$ cat src/rtl/stitch_pkg.sv
// rtl/stitch_pkg.sv - shared types for the stream-control token generator
package stitch_pkg;

    localparam int unsigned CNT_WIDTH = 16;

    typedef enum logic [1:0] {
        IDLE   = 2'd0,
        STREAM = 2'd1,
        DONE   = 2'd2
    } streamctl_state_e;

    typedef struct packed {
        logic [CNT_WIDTH-1:0] count;
    } streamctl_cfg_t;

endpackage

$ cat src/rtl/fifo_v3.sv
// rtl/fifo_v3.sv - synchronous FIFO with typed payload, sync active-low reset and flush
module fifo_v3 #(
    parameter int unsigned DEPTH = 4,
    parameter type         dtype = logic
) (
    input  logic clk_i,
    input  logic rst_ni,
    input  logic flush_i,
    input  logic push_i,
    input  dtype data_i,
    input  logic pop_i,
    output dtype data_o,
    output logic full_o,
    output logic empty_o
);
    localparam int unsigned AW = (DEPTH > 1) ? $clog2(DEPTH) : 1;
    localparam int unsigned CW = $clog2(DEPTH + 1);

    dtype          r_mem [DEPTH];
    logic [AW-1:0] r_rd_ptr;
    logic [AW-1:0] r_wr_ptr;
    logic [CW-1:0] r_count;
    logic          w_push;
    logic          w_pop;

    function automatic logic [AW-1:0] ptr_incr(input logic [AW-1:0] p);
        return (p == AW'(DEPTH - 1)) ? '0 : p + AW'(1);
    endfunction

    assign full_o  = (r_count == CW'(DEPTH));
    assign empty_o = (r_count == '0);
    assign w_push  = push_i & ~full_o;
    assign w_pop   = pop_i & ~empty_o;
    assign data_o  = r_mem[r_rd_ptr];

    always_ff @(posedge clk_i) begin
        if (w_push) begin
            r_mem[r_wr_ptr] <= data_i;
        end
    end

    always_ff @(posedge clk_i) begin
        if (!rst_ni || flush_i) begin
            r_rd_ptr <= '0;
            r_wr_ptr <= '0;
            r_count  <= '0;
        end else begin
            if (w_push) r_wr_ptr <= ptr_incr(r_wr_ptr);
            if (w_pop)  r_rd_ptr <= ptr_incr(r_rd_ptr);
            if (w_push && !w_pop)      r_count <= r_count + CW'(1);
            else if (!w_push && w_pop) r_count <= r_count - CW'(1);
        end
    end

endmodule

$ cat src/rtl/stitch_streamctl_gen.sv
// rtl/stitch_streamctl_gen.sv - continue/done token generator for the FPU sequencer stream-control port
// Optional SSR credit gating of continue tokens: STITCH_STREAMCTL_CREDIT_EN.
module stitch_streamctl_gen
    import stitch_pkg::*;
#(
    parameter int unsigned CntWidth    = 16,
    parameter int unsigned CfgDepth    = 4,
    parameter int unsigned CreditWidth = 8
) (
    input  logic                clk_i,
    input  logic                rst_ni,
    input  logic                cfg_valid_i,
    output logic                cfg_ready_o,
    input  logic [CntWidth-1:0] cfg_count_i,
    input  logic                abort_i,
    input  logic                ssr_credit_i,
    output logic                streamctl_valid_o,
    output logic                streamctl_done_o,
    input  logic                streamctl_ready_i,
    output logic                busy_o
);
    streamctl_state_e    r_state, w_state_d;
    logic [CntWidth-1:0] r_remaining, w_remaining_d;
    logic                r_abort_pend, w_abort_pend_d;
    logic                r_stall, w_stall_d;

    logic           w_credit_ok;
    logic           w_cont_valid;
    logic           w_cont_hs;
    logic           w_push;
    logic           w_pop;
    logic           w_full;
    logic           w_empty;
    streamctl_cfg_t w_push_cfg;
    streamctl_cfg_t w_pop_cfg;

    assign w_push_cfg.count = CNT_WIDTH'(cfg_count_i);
    assign w_push           = cfg_valid_i & ~w_full;
    assign cfg_ready_o      = ~w_full;

    fifo_v3 #(
        .DEPTH (CfgDepth),
        .dtype (streamctl_cfg_t)
    ) u_cfg_fifo (
        .clk_i   (clk_i),
        .rst_ni  (rst_ni),
        .flush_i (1'b0),
        .push_i  (w_push),
        .data_i  (w_push_cfg),
        .pop_i   (w_pop),
        .data_o  (w_pop_cfg),
        .full_o  (w_full),
        .empty_o (w_empty)
    );

    // A stalled continue token keeps presenting even after an abort is latched.
    assign w_cont_valid      = (r_state == STREAM) & w_credit_ok & (~r_abort_pend | r_stall);
    assign w_cont_hs         = w_cont_valid & streamctl_ready_i;
    assign streamctl_valid_o = w_cont_valid | (r_state == DONE);
    assign streamctl_done_o  = (r_state == DONE);
    assign busy_o            = (r_state != IDLE) | ~w_empty;

`ifdef STITCH_STREAMCTL_CREDIT_EN
    logic [CreditWidth-1:0] r_credit;

    always_ff @(posedge clk_i) begin
        if (!rst_ni) begin
            r_credit <= '0;
        end else if (ssr_credit_i && !w_cont_hs) begin
            if (r_credit != '1) r_credit <= r_credit + CreditWidth'(1);
        end else if (!ssr_credit_i && w_cont_hs) begin
            r_credit <= r_credit - CreditWidth'(1);
        end
    end

    assign w_credit_ok = (r_credit != '0);
`else
    logic w_unused;
    assign w_unused    = ssr_credit_i ^ (CreditWidth > 32'd0);
    assign w_credit_ok = 1'b1;
`endif

    always_comb begin
        w_state_d      = r_state;
        w_remaining_d  = r_remaining;
        w_abort_pend_d = r_abort_pend;
        w_stall_d      = w_cont_valid & ~streamctl_ready_i;
        w_pop          = 1'b0;

        case (r_state)
            IDLE: begin
                if (!w_empty) begin
                    w_pop         = 1'b1;
                    w_remaining_d = CntWidth'(w_pop_cfg.count);
                    w_state_d     = (w_pop_cfg.count != '0) ? STREAM : DONE;
                end
            end
            STREAM: begin
                if (abort_i) w_abort_pend_d = 1'b1;
                if (w_cont_hs) begin
                    w_remaining_d = r_remaining - CntWidth'(1);
                    if (r_remaining == CntWidth'(1) || r_abort_pend) w_state_d = DONE;
                end else if (!w_cont_valid && r_abort_pend) begin
                    w_state_d = DONE;
                end
            end
            DONE: begin
                if (streamctl_ready_i) begin
                    w_abort_pend_d = 1'b0;
                    if (!w_empty) begin
                        w_pop         = 1'b1;
                        w_remaining_d = CntWidth'(w_pop_cfg.count);
                        w_state_d     = (w_pop_cfg.count != '0) ? STREAM : DONE;
                    end else begin
                        w_state_d = IDLE;
                    end
                end
            end
            default: w_state_d = IDLE;
        endcase
    end

    always_ff @(posedge clk_i) begin
        if (!rst_ni) begin
            r_state      <= IDLE;
            r_remaining  <= '0;
            r_abort_pend <= 1'b0;
            r_stall      <= 1'b0;
        end else begin
            r_state      <= w_state_d;
            r_remaining  <= w_remaining_d;
            r_abort_pend <= w_abort_pend_d;
            r_stall      <= w_stall_d;
        end
    end

endmodule

$ cat config.mk
export PLATFORM = sky130hd
export DESIGN_NAME = stitch_streamctl_gen
export DESIGN_NICKNAME = d
export VERILOG_FILES = /design/src/rtl/stitch_pkg.sv /design/src/rtl/fifo_v3.sv /design/src/rtl/stitch_streamctl_gen.sv
export SDC_FILE = /design/constraint.sdc
export NUM_CORES = 1
export LEC_CHECK = 0
export CAP_MARGIN = 20
export CORE_ASPECT_RATIO = 0.9
export CORE_MARGIN = 1.5
export CORE_UTILIZATION = 63
export CTS_CLUSTER_DIAMETER = 120
export DETAILED_ROUTE_END_ITERATION = 10
export DONT_BUFFER_PORTS = 1
export GPL_TIMING_DRIVEN = 1
export PLACE_DENSITY = 0.79
export SLEW_MARGIN = 20
export SYNTH_ARGS = -nofsm -noshare
export SYNTH_HDL_FRONTEND = slang
export SYNTH_SLANG_ARGS = --single-unit
$ cat constraint.sdc
create_clock -name clk_i -period 2.9 [get_ports clk_i]
set_input_delay 0.58 -clock clk_i [delete_from_list [all_inputs] [get_ports clk_i]]
set_output_delay 0.58 -clock clk_i [all_outputs]
set_load 0.03 [all_outputs]
---- After elaboration in Yosys (flattened, before gate mapping) ----
Memories as Yosys holds them, arrays and structs flattened. A register that Yosys moved wholly into a read port is not among the register bits.
Index checks and enable logic that the tools add are counted.
storage, ports and cells
  bits of input ports ..................... 22
  RAM bits ................................ 64
  bits in registers ....................... 27
  logic and storage cells ................. 81
  memories ................................ 1
  output and inout bits ................... 4
operators by class
  equal/unequal tests ..................... 12
  reductions and logical operators ........ 17
  $add $sub $neg .......................... 5
  muxes and demuxes ....................... 26
  bitwise logic cells ..................... 13
memories
  memory            depth  bits a word  read ports  clocked after memory_dff  wr ports  RTL line       RTL
  u_cfg_fifo.r_mem  4      16           1           1                         1         fifo_v3.sv:19  dtype r_mem [DEPTH];
operators by type and width
  kind                                                    count
  2-to-1 mux 16 bit                                       3
  one-hot mux 16 bit (3 select lines)                     1
  2-to-1 mux 2 bit                                        11
  == test 16 x 1 -> 1 bit (second input constant)         1
  nonzero test 16 bit                                     1
  subtractor 16 x 1 -> 16 bit (second input constant)     1
  AND 1 bit                                               6
  == test 2 bit (second input constant)                   3
  2-to-1 mux 1 bit                                        6
  2-to-1 mux 3 bit                                        2
  inequality test 2 bit (second input constant)           3
  inequality test 3 x 2 -> 1 bit (second input constant)  2
  one-hot mux 2 bit (3 select lines)                      1
  AND reduction 3 bit                                     2
  nonzero test 2 bit                                      3
  adder 2 x 1 -> 2 bit (second input constant)            2
  NOT 1 bit                                               4
  one-hot mux 1 bit (2 select lines)                      2
  AND reduction 4 bit                                     1
  adder 3 x 1 -> 3 bit (second input constant)            1
  == test 3 bit (second input constant)                   1
  logical AND 1 bit                                       3
  zero test 1 bit                                         3
  zero test 3 bit                                         1
  other kinds (7)                                         9

---- Longest topological paths before layout ----
  depth after elaboration ................. 8
  depth in mapped cells ................... 10
  depth with buffers taken out ............ 9

---- Hierarchy ----
A second synthesis with hierarchy kept.
unflattened totals
  cells, all modules ...................... 307
  area, all modules ....................... 4,072.7 µm²
modules (own cells, without submodules)
  module                instances  sequential area each (µm²)  area an instance (µm²)  cells an instance
  fifo_v3               1          2,102.0                     2,783.9                 134
  stitch_streamctl_gen  1          400.4                       1,288.7                 173

---- Worst setup path before layout ----
OpenSTA, ideal clock, no wires.
  path kind ............................... flip-flop to flip-flop
  start ................................... register u_cfg_fifo.r_count[0]
  end ..................................... register u_cfg_fifo.r_count[2]
  arrival ................................. 2.246 ns
  path slack .............................. 0.583 ns
  required time ........................... 2.830 ns
  stages on the path, launching flop included .. 11
  path buffers ............................ 1
  clock period less this slack ............ 2.317 ns
  library setup time ...................... 0.070 ns
  cell sequence ........................... dfxtp_1 > nor2_1 > nand2_1 > and2_1 > clkbuf_1 > ha_1 > inv_1 > fa_1 > xor2_1 > or3_1 > a21oi_1
on the way
  elaborated cells between the ends (all ways) .. 19
  those cells by class .................... add/sub: 2; eq/ne: 1; mux: 5; bitwise: 5; reduce/logical: 6
RTL lines
  what                                 RTL line                    RTL
  start, declared                      fifo_v3.sv:22               logic [CW-1:0] r_count;
  start signal, assigned               fifo_v3.sv:50               if (w_push && !w_pop) r_count <= r_count + CW'(1);
  start signal, assigned               fifo_v3.sv:51               else if (!w_push && w_pop) r_count <= r_count - CW'(1);
  == test 3 bit *                      fifo_v3.sv:30               assign full_o = (r_count == CW'(DEPTH));
  NOT 1 bit *                          n/a
  net cfg_ready_o                      stitch_streamctl_gen.sv:13  output logic cfg_ready_o,
  AND 1 bit                            stitch_streamctl_gen.sv:38  assign w_push = cfg_valid_i & ~w_full;
  AND 1 bit *                          fifo_v3.sv:32               assign w_push = push_i & ~full_o;
  net u_cfg_fifo.w_push                fifo_v3.sv:23               logic w_push;
  zero test 1 bit                      fifo_v3.sv:51
  logical AND 1 bit                    fifo_v3.sv:51
  nonzero test 2 bit (no source line)  n/a
The timed path passes the listed nets; every way through them passes the cells marked *. The select of a mux whose other input is x is not followed.
A chain may end at the register's enable or synchronous reset.

---- Final worst setup path ----
  start ................................... register u_cfg_fifo.r_count[0]
  end ..................................... register u_cfg_fifo.r_count[2]
on the way
  word-level cells in the longest chain between the ends .. 8
  elaborated cells between the ends (all ways) .. 19
  those cells by class .................... add/sub: 2; eq/ne: 1; mux: 5; bitwise: 5; reduce/logical: 6
RTL lines
  what                                                    RTL line                                                 RTL
  zero test 3 bit                                         fifo_v3.sv:31                                            assign empty_o = (r_count == '0);
  2-to-1 mux 1 bit                                        stitch_streamctl_gen.sv:92, stitch_streamctl_gen.sv:110
  2-to-1 mux 1 bit                                        stitch_streamctl_gen.sv:108                              if (streamctl_ready_i) begin
  one-hot mux 1 bit (2 select lines)                      stitch_streamctl_gen.sv:90                               case (r_state)
  AND 1 bit                                               fifo_v3.sv:33                                            assign w_pop = pop_i & ~empty_o;
  zero test 1 bit                                         fifo_v3.sv:50
  logical AND 1 bit                                       fifo_v3.sv:50
  2-to-1 mux 3 bit or nonzero test 2 bit (tied branches)  n/a
Parallel ways exist; a longest one is shown, timed or not. The select of a mux whose other input is x is not followed.

==> out/metrics.cfg <==
[route]
drc=0
postRouteWirelength_um=7310
drt_iter0_markers=192
via_per_inst=6.41
num_vias=2512
post_drt_wl_per_cell_um=18.7
first_pass_iters=5
ant_nets=0

[pwr]
power_density_nw_per_um2=945
p_sw_frac=0.370
pwr-share-seq=0.451
comb_power_share=0.358
p_sw_uw=1490
leakage_uw=0.00147
internal_power_uw=2540
ir_drop_v=0.000530
p_clk_frac=0.190

[critical_path]
worstSetupStartpointType=flop
crit_path_end_kind=flop
path_class=reg2reg
rr_startpoint=u_cfg_fifo.r_count[0]$_SDFFE_PN0P_
regToRegSetupSlack_ps=470
arrival_ps=2720
cp_max_fo=13
rr_worst_depth=8
timing.rr.end=u_cfg_fifo.r_count[2]$_SDFFE_PN0P_
worstPathRequired_ps=3180

[run_status]
status=finished clean

[cts]
cts.htree.levels=3
postCtsHoldBufs=0
cts_root_buffer=clkbuf_8
cts_tree=done
ctsResizeCount=0
clk_latency_ps=350
cts_buffers=9
cts.sinks=93
clk_path_buf_depth=2
post_cts_buffers=0
clk_pin_slew_ps=90

[logic_synthesis]
synth_top_area_share=0.474
synth_edf_count=64
ys_ff_latch=93
synth_area_leaders=edfxtp_1 47%, dfxtp_1 14%, mux4_1 6.5%, mux4_2 3.3%, a21oi_1 2.7%
syn_area_um2=4050
syn_inst=299
synthArstFlopShare=0
synth_nets=330
synth_cell_type_count=49
yosysWarnings=0
avgSynthCellArea_um2=13.5
yosysMostFrequentCell=edfxtp_1
yosys.area.top_type=edfxtp_1
ys_seq_area_frac=0.618
ys.flop_type=edfxtp_1
synth_top_cells_by_count=64 x edfxtp_1, 29 x dfxtp_1, 24 x nor2_1

[finish]
diodes=0
nNetsFinal=331
fill_cells=442
area_growth_syn_to_layout_pct=5.40
drive_above_1_share=0.0984

[sta]
fin_setup_tns_ps=0
max_freq_mhz=411
worst_slew_pin_slew_ps=846
fin_worst_skew_ps=8.31
timing.hold.ws_ps=293
hold_violations=0
fin_crit_ps=2430
finalSetupViolCount=0
rsz0062_at_grt=false
slew_viol_final=0
slew_headroom=0.436
fin_crit_sh=0.839

[global_route]
grt_usage=0.241
grt_pass1_vias=2429
antenna_found_initial=0
grt_max_degree=21
grt_overflow=0
grt_pass1_wl_um=12200

[placed_design]
hpwl_um=4920
gp_congestion=0.792
io_buffers=0

[die]
num_rows=27
die_h_um=79.1
ioPinCount=26
core_um2=6180
dieArea_um2=6920
chipWidth_um=87.5
start_util=0.655

[worst_hold_path]
whs_path_depth=1
holdPathEnd=r_stall$_SDFF_PN0_
min_from=streamctl_ready_i
hp-class=in2reg

[flow_run]
drv_cap=0

cells by family (layout without fill, tap and decap cells):
| family | Yosys count | count (layout) | synth area share |
|---|---|---|---|
| AO/OA/AOI/OAI | 64 | 64 | 0.0985 |
| XOR/XNOR | 3 | 3 | 0.00649 |
| adder cells (fa/ha/maj) | 9 | 9 | 0.0296 |
| buffers and inverters | 26 | 32 | 0.0349 |
| flip-flops | 93 | 93 | 0.618 |
| multiplexers | 20 | 20 | 0.108 |
| AND/OR/NAND/NOR | 84 | 84 | 0.105 |
power by group through the flow:
stage / clock network [uW] / logic (uW) / registers (uW)
finish: 767 / 1450 / 1820
global route: 840 / 1620 / 1860
CTS: 779 / 1440 / 1820
detailed placement: 0 / 1430 / 1850
global placement: 0 / 1380 / 1840
floorplan: 0 / 1230 / 1760
worst max-delay path: stages (launching register included):
cell     delay, ps
dfxtp_1        360
nor3_1         290
a211o_1        400
ha_1           250
inv_1           60
fa_1           380
xor2_1         180
or3_1          300
a21oi_1        140
how the worst max path moves through the flow:
stage	slack (ps)	cells past startpoint	to	startpoint
floorplan	580	10	u_cfg_fifo.r_count[2]$_SDFFE_PN0P_	u_cfg_fifo.r_count[0]$_SDFFE_PN0P_
global placement	540	8	u_cfg_fifo.r_count[2]$_SDFFE_PN0P_	u_cfg_fifo.r_count[0]$_SDFFE_PN0P_
detailed placement	470	8	u_cfg_fifo.r_count[2]$_SDFFE_PN0P_	u_cfg_fifo.r_count[0]$_SDFFE_PN0P_
CTS	450	8	u_cfg_fifo.r_count[2]$_SDFFE_PN0P_	u_cfg_fifo.r_count[0]$_SDFFE_PN0P_
global route	230	8	u_cfg_fifo.r_count[2]$_SDFFE_PN0P_	u_cfg_fifo.r_count[0]$_SDFFE_PN0P_
finish	470	8	u_cfg_fifo.r_count[2]$_SDFFE_PN0P_	u_cfg_fifo.r_count[0]$_SDFFE_PN0P_
layer usage:
metal,vias to the layer above,global-route usage,part of all wire
met5,-,0,0
met4,0,0.0667,0.013
met3,12,0.0769,0.071
met2,111,0.367,0.48
met1,1235,0.339,0.44
li1,1154,-,-
sequential cells by signal, summed over array words and instances, names as in the netlist, named ones only:
| name | flops |
|---|---|
| u_cfg_fifo.r_rd_ptr | 2 |
| r_state | 2 |
| u_cfg_fifo.r_wr_ptr | 2 |
| r_stall | 1 |
| u_cfg_fifo.r_mem | 64 |
| r_remaining | 16 |
| u_cfg_fifo.r_count | 3 |
| r_abort_pend | 1 |
per-stage QoR:
| stage | utilization | setup WS [ps] | instance area [um2] | instances | total power (uW) |
|---|---|---|---|---|---|
| after CTS | 0.691 | 452 | 4270 | 392 | 4040 |
| after global routing | 0.691 | 233 | 4270 | 392 | 4320 |
| final | 0.691 | 466 | 4270 | 392 | 4030 |
| after detailed placement | 0.663 | 472 | 4100 | 376 | 3280 |
| after floorplan | - | 583 | 4050 | 299 | 3000 |
| after global placement | 0.663 | 538 | 4100 | 376 | 3220 |
placed cells by master, fill, tap and decap left out, types with 6 or more instances in the layout:
cell       n
edfxtp_1  64
dfxtp_1   29
nor2_1    24
a21oi_1   22
nand2_1   21
o21ai_0   13
inv_1     11
mux4_1    10
clkbuf_8   9
ha_1       8
a211oi_1   7
nor4_1     6
mux4_2     6
layout make-up:
| class | instances | area (um2) | area share |
|---|---|---|---|
| clock inverter | 6 | 45.0 | 0.0105 |
| inverter | 11 | 41.3 | 0.00967 |
| multi-input combinational | 180 | 1410 | 0.330 |
| clock buffer | 10 | 128 | 0.0299 |
| tap | 87 | 109 | 0.0255 |
| sequential | 93 | 2500 | 0.586 |
| timing repair buffer | 5 | 37.5 | 0.00879 |
Note: power is estimated with default switching activity, not from simulation.
